--- src/rtl/addsub_pkg.sv ---
// Shared helpers for the pipelined adder/subtractor: chunk sizing and the
// per-stage control payload that travels alongside the operand registers.
package addsub_pkg;

   function automatic int chunk_width(input int width, input int stages);
      return width / stages;
   endfunction

   typedef struct packed {
      logic carry;
      logic sub;
      logic ovf;
   } stage_ctl_t;

endpackage

--- src/rtl/addsub_slice.sv ---
// CW-bit ripple of XOR3 sum cells with majority carry; B is conditionally
// inverted so the same chain serves both add and subtract.
module addsub_slice #(
   parameter int CW = 4
) (
   input  logic [CW-1:0] a,
   input  logic [CW-1:0] b,
   input  logic          sub,
   input  logic          cin,
   output logic [CW-1:0] s,
   output logic          cout,
   output logic          c_msb_in
);

   logic [CW-1:0] bp;
   logic [CW:0]   c;

   assign bp   = b ^ {CW{sub}};
   assign c[0] = cin;

   for (genvar i = 0; i < CW; i++) begin : g_bit
      assign s[i]   = a[i] ^ bp[i] ^ c[i];
      assign c[i+1] = (a[i] & bp[i]) | (a[i] & c[i]) | (bp[i] & c[i]);
   end

   assign cout     = c[CW];
   assign c_msb_in = c[CW-1];

endmodule

--- src/rtl/addsub_pipe.sv ---
// Pipelined WIDTH-bit adder/subtractor resolving one CW-bit carry chunk per
// stage, with valid/ready flow control that compresses bubbles.
module addsub_pipe
   import addsub_pkg::*;
#(
   parameter int WIDTH  = 16,
   parameter int STAGES = 4
) (
   input  logic             Clk,
   input  logic             Rst_,
   input  logic             In_Valid,
   output logic             In_Ready,
   input  logic [WIDTH-1:0] A,
   input  logic [WIDTH-1:0] B,
   input  logic             Sub,
   output logic             Out_Valid,
   input  logic             Out_Ready,
   output logic [WIDTH-1:0] Y,
   output logic             Cout,
   output logic             Ovf,
   output logic             Zero
);

   localparam int CW = chunk_width(WIDTH, STAGES);

   if (STAGES < 1 || STAGES > WIDTH || (WIDTH % STAGES) != 0) begin : g_bad_cfg
      $error("addsub_pipe: WIDTH must be a multiple of STAGES, 1 <= STAGES <= WIDTH");
   end

   // Handshake: a beat moves into stage k on load[k]; it leaves on adv[k].
   // A stage advances when it holds a beat and the next slot is empty or
   // itself advancing; the last slot advances on Out_Ready.
   logic [STAGES-1:0] v_q, v_d, adv, load;

   logic [WIDTH-1:0] a_q [STAGES];
   logic [WIDTH-1:0] b_q [STAGES];
   logic [WIDTH-1:0] y_q [STAGES];
   logic [WIDTH-1:0] a_d [STAGES];
   logic [WIDTH-1:0] b_d [STAGES];
   logic [WIDTH-1:0] y_d [STAGES];
   stage_ctl_t       ctl_q [STAGES];
   stage_ctl_t       ctl_d [STAGES];

   for (genvar k = 0; k < STAGES; k++) begin : g_stage
      logic [CW-1:0]    sa, sb, s;
      logic [WIDTH-1:0] y_prev;
      logic             ssub, scin, scout, scmsb;

      if (k == 0) begin : g_first
         assign sa     = A[CW-1:0];
         assign sb     = B[CW-1:0];
         assign ssub   = Sub;
         assign scin   = Sub;
         assign a_d[k] = A;
         assign b_d[k] = B;
         assign y_prev = '0;
      end else begin : g_next
         assign sa     = a_q[k-1][k*CW +: CW];
         assign sb     = b_q[k-1][k*CW +: CW];
         assign ssub   = ctl_q[k-1].sub;
         assign scin   = ctl_q[k-1].carry;
         assign a_d[k] = a_q[k-1];
         assign b_d[k] = b_q[k-1];
         assign y_prev = y_q[k-1];
      end

      addsub_slice #(.CW(CW)) u_slice (
         .a        (sa),
         .b        (sb),
         .sub      (ssub),
         .cin      (scin),
         .s        (s),
         .cout     (scout),
         .c_msb_in (scmsb)
      );

      // Chunk k of y_prev is still zero, so OR-ing in the new sum chunk is safe.
      assign y_d[k]   = y_prev | (WIDTH'(s) << (k*CW));
      assign ctl_d[k] = '{carry: scout, sub: ssub, ovf: scmsb ^ scout};

      if (k == STAGES-1) begin : g_adv_last
         assign adv[k] = v_q[k] & Out_Ready;
      end else begin : g_adv_mid
         assign adv[k] = v_q[k] & (~v_q[k+1] | adv[k+1]);
      end

      if (k == 0) begin : g_load_first
         assign load[k] = In_Valid & In_Ready;
      end else begin : g_load_next
         assign load[k] = adv[k-1];
      end

      assign v_d[k] = load[k] | (v_q[k] & ~adv[k]);
   end

   assign In_Ready = ~v_q[0] | adv[0];

   always_ff @(posedge Clk or negedge Rst_) begin
      if (!Rst_) begin
         v_q <= '0;
         for (int k = 0; k < STAGES; k++) begin
            a_q[k]   <= '0;
            b_q[k]   <= '0;
            y_q[k]   <= '0;
            ctl_q[k] <= '0;
         end
      end else begin
         v_q <= v_d;
         for (int k = 0; k < STAGES; k++) begin
            if (load[k]) begin
               a_q[k]   <= a_d[k];
               b_q[k]   <= b_d[k];
               y_q[k]   <= y_d[k];
               ctl_q[k] <= ctl_d[k];
            end
         end
      end
   end

   assign Out_Valid = v_q[STAGES-1];
   assign Y         = y_q[STAGES-1];
   assign Cout      = ctl_q[STAGES-1].carry;
   assign Ovf       = ctl_q[STAGES-1].ovf;
   // Gated by valid so the flag reads 0 while empty and in reset.
   assign Zero      = v_q[STAGES-1] & ~|y_q[STAGES-1];

endmodule
--- config.mk ---
export PLATFORM = sky130hd
export DESIGN_NAME = addsub_pipe
export DESIGN_NICKNAME = d
export VERILOG_FILES = /design/src/rtl/addsub_pkg.sv /design/src/rtl/addsub_slice.sv /design/src/rtl/addsub_pipe.sv
export SDC_FILE = /design/constraint.sdc
export NUM_CORES = 1
export LEC_CHECK = 0
export BUFFER_PORTS_ARGS = -buffer_cell sky130_fd_sc_hd__buf_2
export CAP_MARGIN = 20
export CELL_PAD_IN_SITES_DETAIL_PLACEMENT = 1
export CELL_PAD_IN_SITES_GLOBAL_PLACEMENT = 2
export CORE_MARGIN = 2
export CORE_UTILIZATION = 41
export DETAILED_ROUTE_END_ITERATION = 6
export HOLD_SLACK_MARGIN = 0.03
export PLACE_DENSITY = 0.82
export SETUP_SLACK_MARGIN = 0.02
export SLEW_MARGIN = 30
export SYNTH_ARGS = -nofsm -noshare
export SYNTH_HDL_FRONTEND = slang
export SYNTH_SLANG_ARGS = --single-unit
--- constraint.sdc ---
create_clock -name Clk -period 3 [get_ports Clk]
set_input_delay 0.15 -clock Clk [delete_from_list [all_inputs] [get_ports Clk]]
set_output_delay 0.15 -clock Clk [all_outputs]
set_load 0.01 [all_outputs]
Word level (Yosys, flattened, before mapping)

Cells that the tools add are included.

Reduce and logical (&&, ||, !) cells: 2
Bitwise operators: 146

Operators with widths:

| cell                                   | count |
|---|---|
| 1-bit AND                              | 58 |
| 1-bit OR                               | 40 |
| 1-bit XOR                              | 33 |
| 16-bit by 12-bit OR with 16-bit output | 1 |
| 16-bit OR                              | 1 |
| 16-bit OR reduction                    | 1 |
| 4-bit XOR                              | 4 |
| 1-bit NOT                              | 8 |
| 4-bit by 8-bit OR with 8-bit output    | 1 |
| 1-bit logical NOT                      | 1 |

Word-level logic and storage cells: 167
Bits in registers: 160
Output and inout port bits: 21
Bits of input ports: 37

Depth between registers and ports, before layout

Depth after elaboration: 14
Depth in mapped cells: 10
Mapped depth without buffers: 9

By module

From an unflattened synthesis, not the netlist that was laid out.

Cell total of the unflattened synthesis: 284
Area total of the unflattened synthesis: 4401.7 µm²

By module, submodules not included:

| module       | area an instance (µm²) | seq. area each (µm²) | cells an instance | times used |
|---|---|---|---|---|
| addsub_pipe  | 3816.2                 | 2502.4               | 224               | 1 |
| addsub_slice | 146.4                  | 0.0                  | 15                | 4 |

Worst setup path after synthesis

OpenSTA, ideal clock, no wires.

Kind: reg-to-reg
Start: register ctl_q, in the netlist g_stage[1].ssub
End: register y_q, in the netlist g_stage[2].y_prev[7]
Buffers on the path: 1
Required time: 2.875 ns
Setup time: 0.125 ns
Clock period less this slack: 2.520 ns
Setup slack: 0.480 ns
Data arrival time: 2.395 ns
Stages on the path, launching flop included: 10
Cell sequence: dfrtp_1 -> clkbuf_1 -> xor2_1 -> fa_1 -> inv_1 -> fa_1 -> fa_1 -> inv_1 -> fa_1 -> mux2_4

Cells in the longest elaborated chain, start to end: 12
Elaborated cells on any way between the ends: 18
Classes of those cells: 18 x bitwise

Ends and longest elaborated chain:

| item                                  | line               | text |
|---|---|---|
| start: declaration                    | addsub_pipe.sv:41  | `stage_ctl_t ctl_q [STAGES];` |
| start signal: indexed assignment      | addsub_pipe.sv:114 | `ctl_q[k] <= ctl_d[k];` |
| 4-bit XOR *                           | addsub_slice.sv:18 | `assign bp = b ^ {CW{sub}};` |
| 1-bit AND                             | addsub_slice.sv:23 | `assign c[i+1] = (a[i] & bp[i]) \| (a[i] & c[i]) \| (bp[i] & c[i]);` |
| 1-bit OR (2 in a row)                 | addsub_slice.sv:23 |  |
| 1-bit AND                             | addsub_slice.sv:23 |  |
| 1-bit OR (2 in a row)                 | addsub_slice.sv:23 |  |
| 1-bit AND                             | addsub_slice.sv:23 |  |
| 1-bit OR (2 in a row)                 | addsub_slice.sv:23 |  |
| 1-bit XOR *                           | addsub_slice.sv:22 | `assign s[i] = a[i] ^ bp[i] ^ c[i];` |
| via g_stage[1].s[3]                   | addsub_pipe.sv:45  | `logic [CW-1:0] sa, sb, s;` |
| 4-bit by 8-bit OR with 8-bit output * | addsub_pipe.sv:78  | `assign y_d[k] = y_prev \| (WIDTH'(s) << (k*CW));` |
| end signal: indexed assignment        | addsub_pipe.sv:113 | `y_q[k] <= y_d[k];` |
| end: declaration                      | addsub_pipe.sv:37  | `logic [WIDTH-1:0] y_q [STAGES];` |

The timed path passes the listed nets; every way through them passes the cells marked *.
A chain may end at the register's enable or synchronous reset.

Worst setup path in the final report

Start: register ctl_q, in the netlist g_stage[2].ssub
End: register y_q, in the netlist g_stage[3].y_prev[11]

Cells in the longest elaborated chain, start to end: 12
Elaborated cells on any way between the ends: 18
Classes of those cells: 18 x bitwise

Ends and longest elaborated chain:

| item                                     | line |
|---|---|
| 4-bit XOR *                              | addsub_slice.sv:18 |
| 1-bit AND                                | addsub_slice.sv:23 |
| 1-bit OR (2 in a row)                    | addsub_slice.sv:23 |
| 1-bit AND                                | addsub_slice.sv:23 |
| 1-bit OR (2 in a row)                    | addsub_slice.sv:23 |
| 1-bit AND                                | addsub_slice.sv:23 |
| 1-bit OR (2 in a row)                    | addsub_slice.sv:23 |
| 1-bit XOR *                              | addsub_slice.sv:22 |
| via g_stage[2].s[3]                      | addsub_pipe.sv:45 |
| 16-bit by 12-bit OR with 16-bit output * | addsub_pipe.sv:78 |

Marked as above.

==> results.md <==
- Status: finished clean
- Final setup violating endpoints: 0
- FF-to-FF path depth: 8
- I/O pin cnt: 58
- Antenna violations before repair: 0
- Mean Syn Cell Area: 15.5 µm²
- Die H: 108 µm
- Clock sink total: 100
- CP max FO: 6
- Core region area: 10400 µm²
- Maximum VDD drop: 0.327 mV
- Place WS: 403 ps
- Placed Area: 4800 µm²
- WP data arrival: 2820 ps
- Startpoint types: register
- XOR/XNOR Fraction of Synth Area: 3.38%
- Pwr dens: 850 nW/µm²
- Setup_tns: 0 ps
- Slew HR: 45.0%
- Hpwl dp: 5650 µm
- Sw Pwr: 0.00144 W
- FF-to-FF End: g_stage[3].y_prev[11]
- TritonCTS clock tree: done
- Fill count: 1066
- Gpl congestion: 0.770
- IO Port Bufs: 57
- Tcrit/Tclk final: 86.0%
- P_int: 0.00300 W
- GRT overflow: 0
- Number of nets with antenna violations after routing: 0
- Largest net degree at the start of global routing: 67
- Post-CTS Hold Buffers: 24
- CTS clk-pin slew, worst paths: 100 ps
- Pins Over Slew Limit: 0
- First-pass iteration count of the detailed router: 4
- Synth Area in Adders: 6.81%
- Share of layout cells above drive strength 1: 45.5%
- # DRC: 0
- Post-route cell area: 5220 µm²
- Clock power share: 17.5%
- Maxcap violations: 0
- Worst Hold End: v_q[0]
- Post-synthesis simple-gate area fraction: 1.84%
- Hold-critical path depth: 2
- Number of global-route vias before repair: 2725
- DIE WIDTH: 108 µm
- Synth Instances: 284
- Register area: 2500 µm²
- Logic gate share of total power: 33.9%
- Unrepaired setup endpoints after global routing: false
- Multi-input gate area: 1730 µm²
- Main combinational cell family by area after synthesis: multiplexers
- CTS resizes: 0
- Ant diodes: 0
- Leading cell type in the layout, fill and taps excluded: dfrtp_1
- Final WS setup: 419 ps
- Fin util: 50.3%
- Iter 0 DRT Violations: 85
- Die area: 11600 µm²
- Crit. End Element: register
- Vias/cell: 4.77
- Hold slack: 38.6 ps
- Seq/Total Area, Yosys: 56.7%
- Yosys reg bits: 100
- H-tree depth: 3
- Clk Tree Root Cell: clkbuf_8
- FF-to-FF setup slack: 420 ps
- Syn_nets: 336
- Total CTS buffers: 9
- NumNets Final: 421
- Sequential power share: 48.6%
- Post-Route WL: 7880 µm
- Worst reg2reg startpoint: g_stage[2].ssub
- Clock skew: 13.2 ps
- Worst-Skew Late Latency: 360 ps
- Final min period: 2580 ps
- Hold Path Class: primary input to register
- Fmax: 387 MHz
- Compound-gate portion of the synthesized area: 2.01%
- Clock buffer depth: 2
- Initial Util: 42.5%
- Most frequent cells in the layout: dfrtp_1, mux2_2, buf_2
- Netlist cell types: 28
- Rows: 37
- Multiplexer area fraction after synthesis: 25.1%
- Final Hold Fails: 0
- Endpoint required time on the critical path: 3240 ps
- Syn. warnings: 0
- Post-CTS setup repair buffer count: 0
- Worst-Margin Slew: 826 ps
- Total number of vias: 2434
- Hold path start: In_Valid
- Switching share of power: 32.4%
- GR Util All Layers: 15.3%
- Wire length per cell: 15.5 µm
- First-pass GRT wire length: 13700 µm
- Mapped cell area: 4410 µm²
- Setup CP Type: register to register
- LEAKAGE: 2.39 nW
- Synthesis-to-layout area growth: 18.4%
## per-stage QoR
stage / instances / total power, W
global placement: 470 / 0.00357
detailed placement: 470 / 0.00371
CTS: 510 / 0.00453
global route: 510 / 0.00479
finish: 510 / 0.00444
floorplan: 284 / 0.00317
## worst max-delay path: stages, from the launching register on
cell,delay (ps)
dfrtp_1,510
xor2_1,210
fa_1,200
inv_1,50
fa_1,370
fa_1,370
inv_1,80
fa_1,420
mux2_2,260
## registers in the layout, summed over array words and instances (netlist names)
signal / count
Cout: 1
Ovf: 1
Y: 16
a_d: 24
b_d: 24
g_stage.scin: 3
g_stage.ssub: 3
g_stage.y_prev: 24
v_q: 4
## per-layer routing
| layer | GRT usage [%] | vias to the layer above | routed length (µm) |
|---|---|---|---|
| met5 | 0 | - | 0 |
| met4 | 6.04 | 0 | 136 |
| met3 | 2.36 | 11 | 213 |
| met2 | 25.7 | 42 | 3860 |
| met1 | 19.9 | 1248 | 3670 |
| li1 | - | 1133 | - |
## power by group through the flow
| stage | Sequential, W | Clock, W | Combinational (W) |
|---|---|---|---|
| final | 0.00216 | 0.000776 | 0.00150 |
| after global routing | 0.00223 | 0.000857 | 0.00169 |
| after CTS | 0.00217 | 0.000808 | 0.00155 |
| after detailed placement | 0.00220 | 0 | 0.00152 |
| after global placement | 0.00217 | 0 | 0.00140 |
| after floorplan | 0.00212 | 0 | 0.00104 |
## cells by family after synthesis
| family | Yosys count |
|---|---|
| flip-flops | 100 |
| multiplexers | 93 |
| AND/OR/NAND/NOR | 14 |
| adder cells (fa/ha/maj) | 15 |
| AO/OA/AOI/OAI | 13 |
| buffers and inverters | 32 |
| XOR/XNOR | 17 |
## final cells by class
type	count	area share, %
Sequential cell	100	47.9
Multi-Input combinational cell	152	33.1
Timing Repair Buffer	86	10.8
Tap cell	136	3.26
Clock buffer	11	2.71
Inverter	20	1.44
Clock inverter	5	0.719
## how the worst max path moves through the flow
stage / from / endpoint / slack (ps) / cells past startpoint
after CTS: g_stage[2].ssub / g_stage[3].y_prev[11] / 360 / 8
after global routing: g_stage[2].ssub / g_stage[3].y_prev[11] / 250 / 8
final: g_stage[2].ssub / g_stage[3].y_prev[11] / 420 / 8
after global placement: g_stage[3].ssub / Y[15] / 520 / 8
after floorplan: g_stage[1].ssub / g_stage[2].y_prev[7] / 480 / 9
after detailed placement: g_stage[2].ssub / g_stage[3].y_prev[11] / 400 / 8
## synth_stat cells
cell type,instances,area [µm²]
or2_2,1,6.26
nor4b_1,1,8.76
o21ai_2,2,17.5
mux2i_1,5,50.1
o21ai_4,1,16.3
buf_2,1,5.00
nand4_1,1,6.26
mux2_4,18,270
dfrtp_1,100,2500
buf_6,1,11.3
o21bai_1,1,7.51
xor2_1,11,96.3
nand2b_1,2,12.5
nand2_2,1,6.26
inv_1,20,75.1
nand3_1,1,5.00
clkbuf_1,3,11.3
nor4_1,3,18.8
nor2_1,1,3.75
fa_1,15,300
mux2_2,70,788
buf_12,2,40.0
o21ai_0,8,40.0
buf_4,5,37.5
nand2_1,2,7.51
nor2b_1,1,6.26
a21o_1,1,7.51
xnor2_1,6,52.6
Note: power is estimated with default switching activity, not from simulation.
